### src/rtl/imem_dmem_arbiter.sv
// Arbiter sharing one single-ported memory between instruction fetch and load/store.
// Optional fetch-fairness counter is compiled in with `define ARB_FETCH_FAIRNESS_EN.
module imem_dmem_arbiter #(
  parameter int ADDR_W     = 32,
  parameter int DATA_W     = 32,
  parameter int FAIR_LIMIT = 4
) (
  input  logic              clk,
  input  logic              reset,
  input  logic              i_req,
  input  logic [ADDR_W-1:0] i_addr,
  output logic [DATA_W-1:0] i_rdata,
  output logic              i_done,
  input  logic              d_req,
  input  logic              d_we,
  input  logic [ADDR_W-1:0] d_addr,
  input  logic [DATA_W-1:0] d_wdata,
  output logic [DATA_W-1:0] d_rdata,
  output logic              d_done,
  output logic              stall_f,
  output logic              stall_m,
  output logic              mem_req,
  output logic              mem_we,
  output logic [ADDR_W-1:0] mem_addr,
  output logic [DATA_W-1:0] mem_wdata,
  input  logic [DATA_W-1:0] mem_rdata,
  input  logic              mem_ready
);

  typedef enum logic [1:0] {
    IDLE = 2'd0,
    BUSY = 2'd1,
    RESP = 2'd2
  } state_t;

  state_t state;
  state_t state_nxt;
  logic   owner;
  logic   grant;
  logic   grant_fetch;
  logic   complete;

  assign grant    = (state == IDLE) && (i_req || d_req);
  assign complete = (state == BUSY) && mem_ready;

`ifdef ARB_FETCH_FAIRNESS_EN
  // Counts data grants taken while fetch was waiting; at the limit fetch jumps the queue.
  localparam int CNT_W = $clog2(FAIR_LIMIT + 2);

  logic [CNT_W-1:0] fair_cnt;
  logic             fair_hit;

  assign fair_hit    = (fair_cnt == CNT_W'(FAIR_LIMIT));
  assign grant_fetch = ~d_req | (i_req & fair_hit);

  always_ff @(posedge clk or posedge reset) begin
    if (reset) begin
      fair_cnt <= '0;
    end else if (grant) begin
      if (grant_fetch) begin
        fair_cnt <= '0;
      end else if (i_req && (fair_cnt < CNT_W'(FAIR_LIMIT))) begin
        fair_cnt <= fair_cnt + 1'b1;
      end
    end
  end
`else
  assign grant_fetch = ~d_req;
`endif

  always_ff @(posedge clk or posedge reset) begin
    if (reset) begin
      state <= IDLE;
    end else begin
      state <= state_nxt;
    end
  end

  always_comb begin
    state_nxt = state;
    case (state)
      IDLE:    if (i_req || d_req) state_nxt = BUSY;
      BUSY:    if (mem_ready) state_nxt = RESP;
      RESP:    state_nxt = IDLE;
      default: state_nxt = IDLE;
    endcase
  end

  // Memory port is launched on the grant and held untouched until the memory completes.
  always_ff @(posedge clk or posedge reset) begin
    if (reset) begin
      mem_req   <= 1'b0;
      mem_we    <= 1'b0;
      mem_addr  <= '0;
      mem_wdata <= '0;
      owner     <= 1'b0;
    end else if (grant) begin
      mem_req <= 1'b1;
      owner   <= ~grant_fetch;
      if (grant_fetch) begin
        mem_we    <= 1'b0;
        mem_addr  <= i_addr;
        mem_wdata <= '0;
      end else begin
        mem_we    <= d_we;
        mem_addr  <= d_addr;
        mem_wdata <= d_wdata;
      end
    end else if (complete) begin
      mem_req <= 1'b0;
      mem_we  <= 1'b0;
    end
  end

  always_ff @(posedge clk or posedge reset) begin
    if (reset) begin
      i_rdata <= '0;
      d_rdata <= '0;
    end else if (complete) begin
      if (owner) begin
        d_rdata <= mem_rdata;
      end else begin
        i_rdata <= mem_rdata;
      end
    end
  end

  always_comb begin
    i_done  = (state == RESP) && !owner;
    d_done  = (state == RESP) && owner;
    stall_f = i_req && !i_done;
    stall_m = d_req && !d_done;
  end

endmodule
### config.mk
export PLATFORM = sky130hd
export DESIGN_NAME = imem_dmem_arbiter
export DESIGN_NICKNAME = d
export VERILOG_FILES = /design/src/rtl/imem_dmem_arbiter.sv
export SDC_FILE = /design/constraint.sdc
export NUM_CORES = 1
export LEC_CHECK = 0
export CAP_MARGIN = 20
export CELL_PAD_IN_SITES_DETAIL_PLACEMENT = 0
export CELL_PAD_IN_SITES_GLOBAL_PLACEMENT = 1
export CORE_ASPECT_RATIO = 0.9
export CORE_UTILIZATION = 34
export DETAILED_ROUTE_END_ITERATION = 8
export MAX_ROUTING_LAYER = met4
export PLACE_DENSITY = 0.91
export REMOVE_ABC_BUFFERS = 1
export SLEW_MARGIN = 20
export SYNTH_ARGS = -nofsm -noshare
export SYNTH_HDL_FRONTEND = slang
export SYNTH_SLANG_ARGS = --single-unit
### constraint.sdc
create_clock -name clk -period 9.5 [get_ports clk]
set_input_delay 1.9 -clock clk [delete_from_list [all_inputs] [get_ports clk]]
set_output_delay 1.9 -clock clk [all_outputs]
set_load 0.05 [all_outputs]
==> run summary <==
Timing analysis after detailed placement gives a worst setup slack of 4.18 ns. Across the VDD grid, the largest voltage drop is 0.000311 V. A synthesized cell averages 16.4 µm².

The flow ran to the end, and the final reports show no timing, DRC or antenna violations. Dividing the detail-routed wire length by the instance count gives 17.2 µm. The biggest area contributor in the post-synthesis netlist is dfrtp_1. For the number of optimization iterations in the first detailed-route pass, the log shows 4.

Once the floorplan was initialized, standard cells occupied 35.1% of the core. In the layout the commonest cells are clkdlybuf4s50_1 (266), dfrtp_1 (133), mux2_2 (96), a22o_1 (32), mux2_4 (30). The synthesized design contains 133 register bits. Global routing finished with a remaining overflow of 0.

The share of the Yosys chip area taken by registers is 61.1%. The logs give 10100 µm for the detailed-placement wirelength estimate and 4.18 ns for the minimum setup slack in the final design. The sort of element at the start of the critical path is a primary input.

For this design the total switching power over the nets is 1760 µW. The number of sinks driven by the clock tree is 133. The time the final worst path needs with I/O delays and setup works out to 5.32 ns. In the routed design, unresolved DRC markers number 0. The tools report the number of levels the H-tree was split into as 4. The quantity of I/O buffers inserted on ports works out to 267. Setup repair after global routing left no endpoint under its margin.

Across all layers, the routed design uses 3794 vias. Net switching is 45.3% of the power. The tools report the final-report hold violation count as 0. After layout, the worst path uses 56.0% of the clock period. The first-pass GRT wire length was 21700 µm.

Number of unique standard cell types used by synthesis: 24. The critical path is of the primary input to output pin type. The detailed-routed wire length on met2 came out at 7140 µm. Based on the critical path, the design can be clocked at up to 188 MHz. The internal portion of the total power is 2130 µW. The logs give 8890 µm² for the final cell area excluding filler cells and 0.00384 µW for the standby leakage power. During I/O placement, the number of pins put on the boundary was 268.

Synthesis handed over a netlist of 333 instances. The floorplan step defined a die boundary enclosing 16500 µm². The first routing iteration left 100 violations. Entering global routing, the biggest net connects 89 pins.

The highest fanout seen on the critical path came out at 35. Clock tree synthesis selected as its root buffer the cell clkbuf_16. From bottom edge to top edge, the die measures 122 µm. The logs give 0.00635 ns for the worst clock skew and 737 for the final layout net count.

The die width is 135 µm. The synthesized netlist occupies a cell area of 5450 µm². Setup violations remaining at the end of the flow were counted as 0. The number of setup buffers added after CTS is 0.

The highest metal layer with signal wires was met4. The logs give 0 for the number of slew-limit violations in the final report and 0 for the antenna diode instance count. Gates resized during post-CTS repair numbered 0. The final layout contains routed wiring with a total length of 14100 µm. For the wire length on met1, the log shows 5440 µm. The longest clock path from root to sink contains 2 buffers. Number of antenna violations at the first check in global routing: 0. The global placer's final weighted congestion is 0.762.

The area of the core is 15500 µm², and the post-detailed-placement cell area is 8270 µm². The detail route stage leaves a number of antenna-violating nets equal to 0. The routed design uses 1310 µm of met3 wire. For the required time at the endpoint of the critical path, the log shows 7.60 ns.

The normalized max-slew margin came out at 48.1%. Of the total power, combinational logic draws 56.6%. The fraction of synthesized cell area taken by the top area cell type is 61.1%.

TritonCTS built the clock tree. The CTS clock-pin slew for the worst setup and hold paths is 0.06 ns. The slew at the pin with the worst max-slew slack is 0.778 ns.

By area the synthesized netlist is led by dfrtp_1 (61%), mux2_2 (20%), mux2_4 (8.3%). The run gives 26.2% as the fraction of power consumed by sequential logic. In the routed layout, each cell is associated on average with a via count of 4.64. The run gives 4201 as the via count of the first global-routing pass. Data on the critical path arrives at its endpoint at 3.42 ns. For the total global routing track utilization, the log shows 17.9%. Dividing total power by cell area gives a power density of 437 nW/µm².

The worst setup path is captured at an output pin. The tools report the count of hold-fix buffers inserted at cts as 0. The worst hold path belongs to the class flip-flop to flip-flop.

Relative to the synthesized area, the layout overhead comes to 63.2%. The clock latency at the later pin of the worst-skew pair was 0.41 ns. Yosys printed 0 warnings. The setup TNS was 0 ns. Max-cap violations in this run came to 0.

The initialized floorplan defines 43 standard-cell rows. The share of post-route cells with drive strength above 1 is 27.6%. In this run, the clock network consumes 17.2% of the power. Leaving out fill and tap cells, the most frequent cell in the layout is clkdlybuf4s50_1.

TritonCTS created 17 clock buffers.
-- power by group through the flow --
stage	Sequential, µW	Combinational (µW)	Clock [µW]
final	1020	2200	669
after floorplan	1990	464	0
after global routing	1050	2280	714
after CTS	1020	2220	690
after detailed placement	1020	2210	0
after global placement	1000	2190	0
-- cell type report --
| type | count | area, µm² |
|---|---|---|
| fillers | 1229 | 6660 |
| multi-input cells | 177 | 1970 |
| well taps | 202 | 253 |
| clock inverters | 12 | 151 |
| repair buffers | 272 | 2720 |
| flip-flops and latches | 133 | 3330 |
| clock buffers | 20 | 467 |
| inverters | 2 | 10.0 |
-- final timing paths --
| check | endpoint | depth (start not counted) | startpoint | slack (ns) |
|---|---|---|---|---|
| setup / recovery | stall_m | 4 | d_req | 4.18 |
| hold / removal | i_rdata[27]$_DFFE_PP0P_ | 1 | i_rdata[27]$_DFFE_PP0P_ | 0.48 |
| setup reg to reg | mem_addr[14]$_DFFE_PP0P_ | 4 | state[0]$_DFFE_PP0P_ | 7.60 |
| hold reg to reg | i_rdata[27]$_DFFE_PP0P_ | 1 | i_rdata[27]$_DFFE_PP0P_ | 0.48 |
| max in group asynchronous | d_rdata[11]$_DFFE_PP0P_ | 3 | reset | 6.40 |
| min in group asynchronous | i_rdata[17]$_DFFE_PP0P_ | 2 | reset | 1.93 |
-- cells by family (layout without fill, tap and decap cells) --
family | after synthesis | count (layout) | synth area share [%]
simple gates | 13 | 13 | 1.63
compound gates | 36 | 36 | 5.72
mux | 128 | 128 | 28.5
buf+inv | 23 | 306 | 3.08
flops | 133 | 133 | 61.1
-- Yosys cell counts --
library cell / count
nor2_2: 1
dfrtp_1: 133
inv_2: 1
nor2_1: 1
a21o_1: 1
mux2_4: 30
o21ai_2: 1
a32o_1: 1
o21ai_0: 1
nor2b_1: 2
buf_2: 8
nor3b_1: 1
mux2_1: 2
buf_4: 7
nand2b_1: 1
nand2_1: 3
mux2_2: 96
inv_1: 1
and2_1: 1
a22o_1: 32
buf_6: 6
and3b_1: 1
nand3b_4: 1
nand2_2: 1
-- stage by stage --
stage	cells	power, µW	util [%]	hold WS, ns
floorplan	312	2460	-	0.544
global placement	785	3190	53.1	0.461
detailed placement	786	3240	53.2	0.478
CTS	818	3930	57.1	0.491
global route	818	4050	57.2	0.508
finish	818	3890	57.2	0.485
-- critical path, stage by stage --
cell             delay [ns]
buf_2                  0.08
buf_4                  0.41
nor2b_1                0.20
clkdlybuf4s50_1        0.81
-- registers in the layout, indices dropped and copies added, names as in the netlist --
register   count
d_rdata       32
i_rdata       32
mem_addr      32
mem_wdata     32
state          2
mem_req        1
mem_we         1
owner          1
-- routing by layer --
layer,up-vias,GRT usage (%)
li1,1744,-
met4,0,5.20
met5,-,-
met3,13,6.74
met2,178,29.9
met1,1859,19.8
(Power assumes the default switching activity.)
